[src/rtl/wb_master_arbiter_if.sv]
// Wishbone bus bundle between the masters, the round-robin arbiter and the shared slave decode.
// The arbiter takes the slave modport; the bench or surrounding fabric takes the master modport.
interface wb_master_arbiter_if #(
  parameter int NUM_MASTERS = 2,
  parameter int ADDR_WIDTH  = 16
);
  logic [NUM_MASTERS-1:0]            i_m_cyc;
  logic [NUM_MASTERS-1:0]            i_m_stb;
  logic [NUM_MASTERS-1:0]            i_m_we;
  logic [NUM_MASTERS*ADDR_WIDTH-1:0] i_m_adr;
  logic [NUM_MASTERS*8-1:0]          i_m_dat;
  logic [7:0]                        o_m_dat;
  logic [NUM_MASTERS-1:0]            o_m_ack;
  logic [NUM_MASTERS-1:0]            o_m_err;
  logic                              o_s_cyc;
  logic                              o_s_stb;
  logic                              o_s_we;
  logic [ADDR_WIDTH-1:0]             o_s_adr;
  logic [7:0]                        o_s_dat;
  logic [7:0]                        i_s_dat;
  logic                              i_s_ack;
  logic [NUM_MASTERS-1:0]            o_gnt;
  logic [7:0]                        o_timeout_cnt;

  modport slave (
    input  i_m_cyc, i_m_stb, i_m_we, i_m_adr, i_m_dat, i_s_dat, i_s_ack,
    output o_m_dat, o_m_ack, o_m_err, o_s_cyc, o_s_stb, o_s_we, o_s_adr, o_s_dat,
           o_gnt, o_timeout_cnt
  );

  modport master (
    output i_m_cyc, i_m_stb, i_m_we, i_m_adr, i_m_dat, i_s_dat, i_s_ack,
    input  o_m_dat, o_m_ack, o_m_err, o_s_cyc, o_s_stb, o_s_we, o_s_adr, o_s_dat,
           o_gnt, o_timeout_cnt
  );
endinterface

[src/rtl/wb_master_arbiter.sv]
// Round-robin Wishbone master arbiter with a per-transfer ack watchdog that errors out
// and blocks the strobe of a master whose slave never answers.
module wb_master_arbiter #(
  parameter int NUM_MASTERS    = 2,
  parameter int ADDR_WIDTH     = 16,
  parameter int TIMEOUT_CYCLES = 255
) (
  input logic                i_clk,
  input logic                i_rst_n,
  wb_master_arbiter_if.slave bus
);
  localparam int          IDX_W    = $clog2(NUM_MASTERS);
  localparam logic [15:0] WD_LIMIT = 16'(TIMEOUT_CYCLES - 1);

  typedef enum logic {IDLE, BUS} state_t;

  state_t                 state_reg, state_next;
  logic [NUM_MASTERS-1:0] gnt_reg, gnt_next;
  logic [IDX_W-1:0]       last_reg, last_next;
  logic [15:0]            wd_cnt_reg, wd_cnt_next;
  logic                   blocked_reg, blocked_next;
  logic [NUM_MASTERS-1:0] err_reg, err_next;
  logic [7:0]             timeout_cnt_reg, timeout_cnt_next;

  logic [IDX_W-1:0]       gidx;
  logic [IDX_W-1:0]       pick;
  logic                   pick_valid;
  logic                   g_cyc, g_stb, g_we;
  logic [ADDR_WIDTH-1:0]  g_adr;
  logic [7:0]             g_dat;
  logic                   s_cyc, s_stb, s_we;
  logic [ADDR_WIDTH-1:0]  s_adr;
  logic [7:0]             s_dat;

  always_comb begin
    gidx = '0;
    for (int i = 0; i < NUM_MASTERS; i++) begin
      if (gnt_reg[i]) gidx = IDX_W'(i);
    end
  end

  assign g_cyc = bus.i_m_cyc[gidx];
  assign g_stb = bus.i_m_stb[gidx];
  assign g_we  = bus.i_m_we[gidx];
  assign g_adr = bus.i_m_adr[int'(gidx)*ADDR_WIDTH +: ADDR_WIDTH];
  assign g_dat = bus.i_m_dat[int'(gidx)*8 +: 8];

  // Scan from the farthest rotation down so the nearest requester after last wins.
  always_comb begin
    pick       = last_reg;
    pick_valid = 1'b0;
    for (int k = NUM_MASTERS; k >= 1; k--) begin
      if (bus.i_m_cyc[(int'(last_reg) + k) % NUM_MASTERS]) begin
        pick       = IDX_W'((int'(last_reg) + k) % NUM_MASTERS);
        pick_valid = 1'b1;
      end
    end
  end

  always_ff @(posedge i_clk or negedge i_rst_n) begin
    if (!i_rst_n) begin
      state_reg       <= IDLE;
      gnt_reg         <= '0;
      last_reg        <= IDX_W'(NUM_MASTERS - 1);
      wd_cnt_reg      <= '0;
      blocked_reg     <= 1'b0;
      err_reg         <= '0;
      timeout_cnt_reg <= '0;
    end else begin
      state_reg       <= state_next;
      gnt_reg         <= gnt_next;
      last_reg        <= last_next;
      wd_cnt_reg      <= wd_cnt_next;
      blocked_reg     <= blocked_next;
      err_reg         <= err_next;
      timeout_cnt_reg <= timeout_cnt_next;
    end
  end

  always_comb begin
    state_next = state_reg;
    gnt_next   = gnt_reg;
    last_next  = last_reg;
    case (state_reg)
      IDLE: begin
        if (pick_valid) begin
          state_next       = BUS;
          gnt_next         = '0;
          gnt_next[pick]   = 1'b1;
          last_next        = pick;
        end
      end
      BUS: begin
        if (!g_cyc) begin
          state_next = IDLE;
          gnt_next   = '0;
        end
      end
      default: state_next = IDLE;
    endcase
  end

  always_comb begin
    s_cyc = 1'b0;
    s_stb = 1'b0;
    s_we  = 1'b0;
    s_adr = '0;
    s_dat = '0;
    if (state_reg == BUS) begin
      s_cyc = g_cyc;
      s_stb = g_stb & ~blocked_reg;
      s_we  = g_we;
      s_adr = g_adr;
      s_dat = g_dat;
    end
  end

  // An ack in the limit cycle takes the normal path: the fire branch needs ack low.
  always_comb begin
    wd_cnt_next      = '0;
    blocked_next     = blocked_reg;
    err_next         = '0;
    timeout_cnt_next = timeout_cnt_reg;
    if (state_reg == BUS && g_cyc) begin
      if (!g_stb) blocked_next = 1'b0;
      if (s_stb && !bus.i_s_ack) begin
        if (wd_cnt_reg == WD_LIMIT) begin
          err_next     = gnt_reg;
          blocked_next = 1'b1;
          if (timeout_cnt_reg != 8'hFF) timeout_cnt_next = timeout_cnt_reg + 8'd1;
        end else begin
          wd_cnt_next = wd_cnt_reg + 16'd1;
        end
      end
    end else begin
      blocked_next = 1'b0;
    end
  end

  assign bus.o_s_cyc       = s_cyc;
  assign bus.o_s_stb       = s_stb;
  assign bus.o_s_we        = s_we;
  assign bus.o_s_adr       = s_adr;
  assign bus.o_s_dat       = s_dat;
  assign bus.o_gnt         = gnt_reg;
  assign bus.o_m_ack       = {NUM_MASTERS{bus.i_s_ack}} & gnt_reg;
  assign bus.o_m_dat       = bus.i_s_dat;
  assign bus.o_m_err       = err_reg;
  assign bus.o_timeout_cnt = timeout_cnt_reg;
endmodule

[src/flat_wrapper.sv]
// flat-port wrapper written by rule: the top's interface ports become plain ports
module wb_master_arbiter_flat 
#(
  parameter int NUM_MASTERS    = 2,
  parameter int ADDR_WIDTH     = 16,
  parameter int TIMEOUT_CYCLES = 255
)
  (i_clk, i_rst_n, bus_i_m_cyc, bus_i_m_stb, bus_i_m_we, bus_i_m_adr, bus_i_m_dat, bus_i_s_dat, bus_i_s_ack, bus_o_m_dat, bus_o_m_ack, bus_o_m_err, bus_o_s_cyc, bus_o_s_stb, bus_o_s_we, bus_o_s_adr, bus_o_s_dat, bus_o_gnt, bus_o_timeout_cnt);
  wb_master_arbiter_if #(.NUM_MASTERS(NUM_MASTERS), .ADDR_WIDTH(ADDR_WIDTH)) bus_i ();
  input logic i_clk;
  input logic i_rst_n;
  input wire logic [$bits(bus_i.i_m_cyc)-1:0] bus_i_m_cyc;
  input wire logic [$bits(bus_i.i_m_stb)-1:0] bus_i_m_stb;
  input wire logic [$bits(bus_i.i_m_we)-1:0] bus_i_m_we;
  input wire logic [$bits(bus_i.i_m_adr)-1:0] bus_i_m_adr;
  input wire logic [$bits(bus_i.i_m_dat)-1:0] bus_i_m_dat;
  input wire logic [$bits(bus_i.i_s_dat)-1:0] bus_i_s_dat;
  input wire logic [$bits(bus_i.i_s_ack)-1:0] bus_i_s_ack;
  output wire logic [$bits(bus_i.o_m_dat)-1:0] bus_o_m_dat;
  output wire logic [$bits(bus_i.o_m_ack)-1:0] bus_o_m_ack;
  output wire logic [$bits(bus_i.o_m_err)-1:0] bus_o_m_err;
  output wire logic [$bits(bus_i.o_s_cyc)-1:0] bus_o_s_cyc;
  output wire logic [$bits(bus_i.o_s_stb)-1:0] bus_o_s_stb;
  output wire logic [$bits(bus_i.o_s_we)-1:0] bus_o_s_we;
  output wire logic [$bits(bus_i.o_s_adr)-1:0] bus_o_s_adr;
  output wire logic [$bits(bus_i.o_s_dat)-1:0] bus_o_s_dat;
  output wire logic [$bits(bus_i.o_gnt)-1:0] bus_o_gnt;
  output wire logic [$bits(bus_i.o_timeout_cnt)-1:0] bus_o_timeout_cnt;
  assign bus_i.i_m_cyc = bus_i_m_cyc;
  assign bus_i.i_m_stb = bus_i_m_stb;
  assign bus_i.i_m_we = bus_i_m_we;
  assign bus_i.i_m_adr = bus_i_m_adr;
  assign bus_i.i_m_dat = bus_i_m_dat;
  assign bus_i.i_s_dat = bus_i_s_dat;
  assign bus_i.i_s_ack = bus_i_s_ack;
  assign bus_o_m_dat = bus_i.o_m_dat;
  assign bus_o_m_ack = bus_i.o_m_ack;
  assign bus_o_m_err = bus_i.o_m_err;
  assign bus_o_s_cyc = bus_i.o_s_cyc;
  assign bus_o_s_stb = bus_i.o_s_stb;
  assign bus_o_s_we = bus_i.o_s_we;
  assign bus_o_s_adr = bus_i.o_s_adr;
  assign bus_o_s_dat = bus_i.o_s_dat;
  assign bus_o_gnt = bus_i.o_gnt;
  assign bus_o_timeout_cnt = bus_i.o_timeout_cnt;
  wb_master_arbiter #(.NUM_MASTERS(NUM_MASTERS), .ADDR_WIDTH(ADDR_WIDTH), .TIMEOUT_CYCLES(TIMEOUT_CYCLES)) u_core (.i_clk(i_clk), .i_rst_n(i_rst_n), .bus(bus_i));
endmodule
[config.mk]
export PLATFORM = sky130hd
export DESIGN_NAME = wb_master_arbiter_flat
export DESIGN_NICKNAME = d
export VERILOG_FILES = /design/src/rtl/wb_master_arbiter_if.sv /design/src/rtl/wb_master_arbiter.sv /design/src/flat_wrapper.sv
export SDC_FILE = /design/constraint.sdc
export NUM_CORES = 1
export LEC_CHECK = 0
export BUFFER_PORTS_ARGS = -buffer_cell sky130_fd_sc_hd__buf_2
export CAP_MARGIN = 20
export CORE_ASPECT_RATIO = 0.9
export CORE_MARGIN = 2
export CORE_UTILIZATION = 46
export CTS_BUF_LIST = sky130_fd_sc_hd__clkbuf_2 sky130_fd_sc_hd__clkbuf_4 sky130_fd_sc_hd__clkbuf_8
export CTS_CLUSTER_DIAMETER = 120
export DETAILED_ROUTE_END_ITERATION = 16
export PLACE_DENSITY = 0.8
export SLEW_MARGIN = 30
export SYNTH_ARGS = -nofsm -noshare
export SYNTH_HDL_FRONTEND = slang
export SYNTH_SLANG_ARGS = --single-unit
[constraint.sdc]
create_clock -name i_clk -period 2.1 [get_ports i_clk]
set_input_delay 0.21 -clock i_clk [delete_from_list [all_inputs] [get_ports i_clk]]
set_output_delay 0.21 -clock i_clk [all_outputs]
set_load 0.05 [all_outputs]
==> out/metrics.csv <==
stage;metric;value;unit
logic_synthesis;YS warnings;0;
clock_network;root buf cell;clkbuf_8;
power_and_ir_drop;pwr/cell area;833;mW/mm2
drt;Routed Wire Length;4.75;mm
die;row cnt;22;
hold_path;worst hold-check path type;in2reg;
die;Initial Util;0.489;
clock_network;clock tree buffer depth;2;
worst_setup_path;CP required;1.89;ns
grt;GR Util met2;0.334;
drt;vias per std cell;4.99;
logic_synthesis;syn_area_per_cell;9.07;um2
timing;setup_tns;0;ns
clock_network;CTS tree;done;
logic_synthesis;number of synthesized flops with an enable pin;0;
layout;fillers;347;
layout;max FFs per register;16;
timing;Tcrit/Tclk final;0.939;
worst_setup_path;Worst setup EP type;output pin;
grt;met1 Track Usage GR;0.229;
drt;initial DRC count;59;
die;Die Ht;67.0;um
worst_setup_path;Setup CP Type;reg2out;
worst_setup_path;WP data arrival;1.76;ns
grt;grt ovf;0;
die;Top Ports;114;
logic_synthesis;flops & latches, synth;31;
layout;P&R area growth vs syn;30.5;%
grt;GRT busiest layer;met2;
timing;Final Critical Period;1.97;ns
timing;worst rel slew slack;0.439;
layout;Finished Cell Area;0.00265;mm2
timing;hold violation count in the final report;0;
worst_setup_path;largest fanout on the critical path;29;
drt;Final ANT Viol Nets;0;
grt;GR Util All Layers;0.198;
layout;final core utilization;0.638;
timing;worst hold slack;0.255;ns
logic_synthesis;Yosys cell types;40;
power_and_ir_drop;Power Total;0.00221;W
logic_synthesis;sequential-to-total area share from yosys stat;0.383;
drt;DR vias;1868;
grt;vias in the first global route;1722;
layout;n_diodes;0;
clock_network;Clock Latency Late Sink;0.28;ns
timing;worst clock skew;0.00641;ns
clock_network;post-CTS setup buffers;0;
grt;GR met3 Demand/Resource;0.0590;
timing;maximum clock frequency;507;MHz
timing;Worst-Margin Slew;0.841;ns
grt;initial antenna violation count;0;
timing;unrepaired setup endpoints after global routing;false;
run_status;outcome;finished, final reports clean;
die;Die ar.;0.00496;mm2
die;core area;0.00416;mm2
drt;first-pass detailed-route iteration total;4;
layout;layout cells sized above 1;0.404;
drt;drt wl/cell;12.7;um
drt;number of remaining DRC errors;0;
power_and_ir_drop;worst vdd rail ir drop;0.705;mV
power_and_ir_drop;static leakage;1.33;nW
placed_design;Buffers on Ports;97;
clock_network;TritonCTS Buffers;5;
logic_synthesis;Post-synth ARST share;1.00;
clock_network;clk slew on worst S/H paths;0.06;ns
die;Die Wd;74.0;um
worst_setup_path;critical path launch point type;register;
clock_network;CTS sink count;31;
logic_synthesis;cell area after synthesis;0.00203;mm2
logic_synthesis;Synth Net Count;292;
timing;Slew Limit Fails;0;
run;Max-Cap Viols;0;
placed_design;hpwl dp;3.72;mm
grt;largest net degree at the start of global routing;32;
grt;first-pass GRT wire length;7.41;mm
logic_synthesis;Cells after Synth;224;
logic_synthesis;Synth Flop Type;dfrtp_1;
placed_design;Placed Area;0.00252;mm2
timing;Final setup viols;0;
clock_network;H-tree depth;2;
layout;NumNets Final;381;
placed_design;gpl congestion;0.803;
[per-layer routing]
layer | vias up | share of wire | wire length [um]
met5 | - | 0 | 0
met4 | 0 | 0.016 | 74
met3 | 8 | 0.053 | 254
met2 | 58 | 0.51 | 2450
met1 | 852 | 0.42 | 1980
li1 | 950 | - | -
[placed cells by master, fill, tap and decap left out, types with 5 or more instances in the layout]
cell type	instances
buf_2	97
nand3_1	7
buf_4	5
nand2_1	10
xor2_1	9
nor2_1	44
nor4_1	5
a21oi_1	8
and2_1	5
xnor2_1	5
mux2_2	5
clkbuf_8	6
inv_1	6
dfrtp_1	30
mux2i_1	26
[report_power, final]
group	switching, W	leakage (nW)	internal (W)
sequential	0.0000346	0.419	0.000631
clock	0.000218	0.0612	0.000383
combinational	0.000678	0.851	0.000263
[area by class of cell]
class | instances | area, um2 | share of cell area
Tap cell | 60 | 75.1 | 0.0283
Timing Repair Buffer | 103 | 533 | 0.201
Clock buffer | 6 | 82.6 | 0.0312
Sequential cell | 31 | 777 | 0.293
Inverter | 6 | 22.5 | 0.00850
Multi-Input combinational cell | 166 | 1120 | 0.424
Clock inverter | 2 | 35.0 | 0.0132
[final timing paths]
| check | startpoint | endpoint | slack, ns | depth (start not counted) |
|---|---|---|---|---|
| max in group asynchronous | i_rst_n | u_core.bus.o_m_err[1] | 1.17 | 2 |
| min in group asynchronous | i_rst_n | u_core.wd_cnt_reg[13] | 0.49 | 2 |
| min | bus_i_m_cyc[1] | u_core.last_reg | 0.26 | 3 |
| max | u_core.state_reg | bus_o_s_dat[1] | 0.13 | 3 |
| min reg2reg | u_core.wd_cnt_reg[0] | u_core.wd_cnt_reg[0] | 0.53 | 1 |
| max reg2reg | u_core.wd_cnt_reg[0] | u_core.bus.o_timeout_cnt[7] | 0.19 | 6 |
[Yosys cell counts, types with 2 or more instances]
master    number  area [um2]
mux2i_1       26         260
a21oi_1        8        40.0
dfrtp_1       30         751
buf_4          9        67.6
nor2_1        44         165
nand4_2        3        37.5
nand2_1       10        37.5
mux2_2         5        56.3
nand4_1        4        25.0
and2_1         5        31.3
buf_2          4        20.0
nor3_1         4        20.0
clkbuf_1       5        18.8
inv_1          6        22.5
nand2b_1       2        12.5
o31ai_1        2        15.0
ha_1           3        37.5
nand3_1        7        35.0
or4_1          2        15.0
xnor2_1        5        43.8
buf_1          3        11.3
o21ai_0        4        20.0
and3_1         2        12.5
nor4_1         5        31.3
nor2b_1        3        18.8
xor2_1         9        78.8
[worst max-delay path: stages (launching register included)]
cell and delay [ns]:
dfrtp_1 0.45, inv_1 0.65, nor2_1 0.13, buf_2 0.25
[metrics by stage]
stage | worst slack (ns) | std cells
after global placement | 0.260 | 365
final | 0.127 | 374
after detailed placement | 0.201 | 365
after CTS | 0.122 | 374
after global routing | 0.00242 | 374
after floorplan | 0.170 | 224
[cell families after synthesis]
logic type	count (synthesis)	share of synthesized area
buf+inv	27	0.0690
fa+ha+maj	3	0.0185
compound gates	18	0.0530
xor+xnor	14	0.0604
simple gates	100	0.261
flops	31	0.383
mux	31	0.156
[timing repair]
action / in CTS / in global routing
endpoints found under the setup margin: 0 / 1
hold buffers: 1 / 0
endpoints found under the hold margin: 30 / 0
resized for setup: 0 / 1
(Power assumes the default switching activity.)
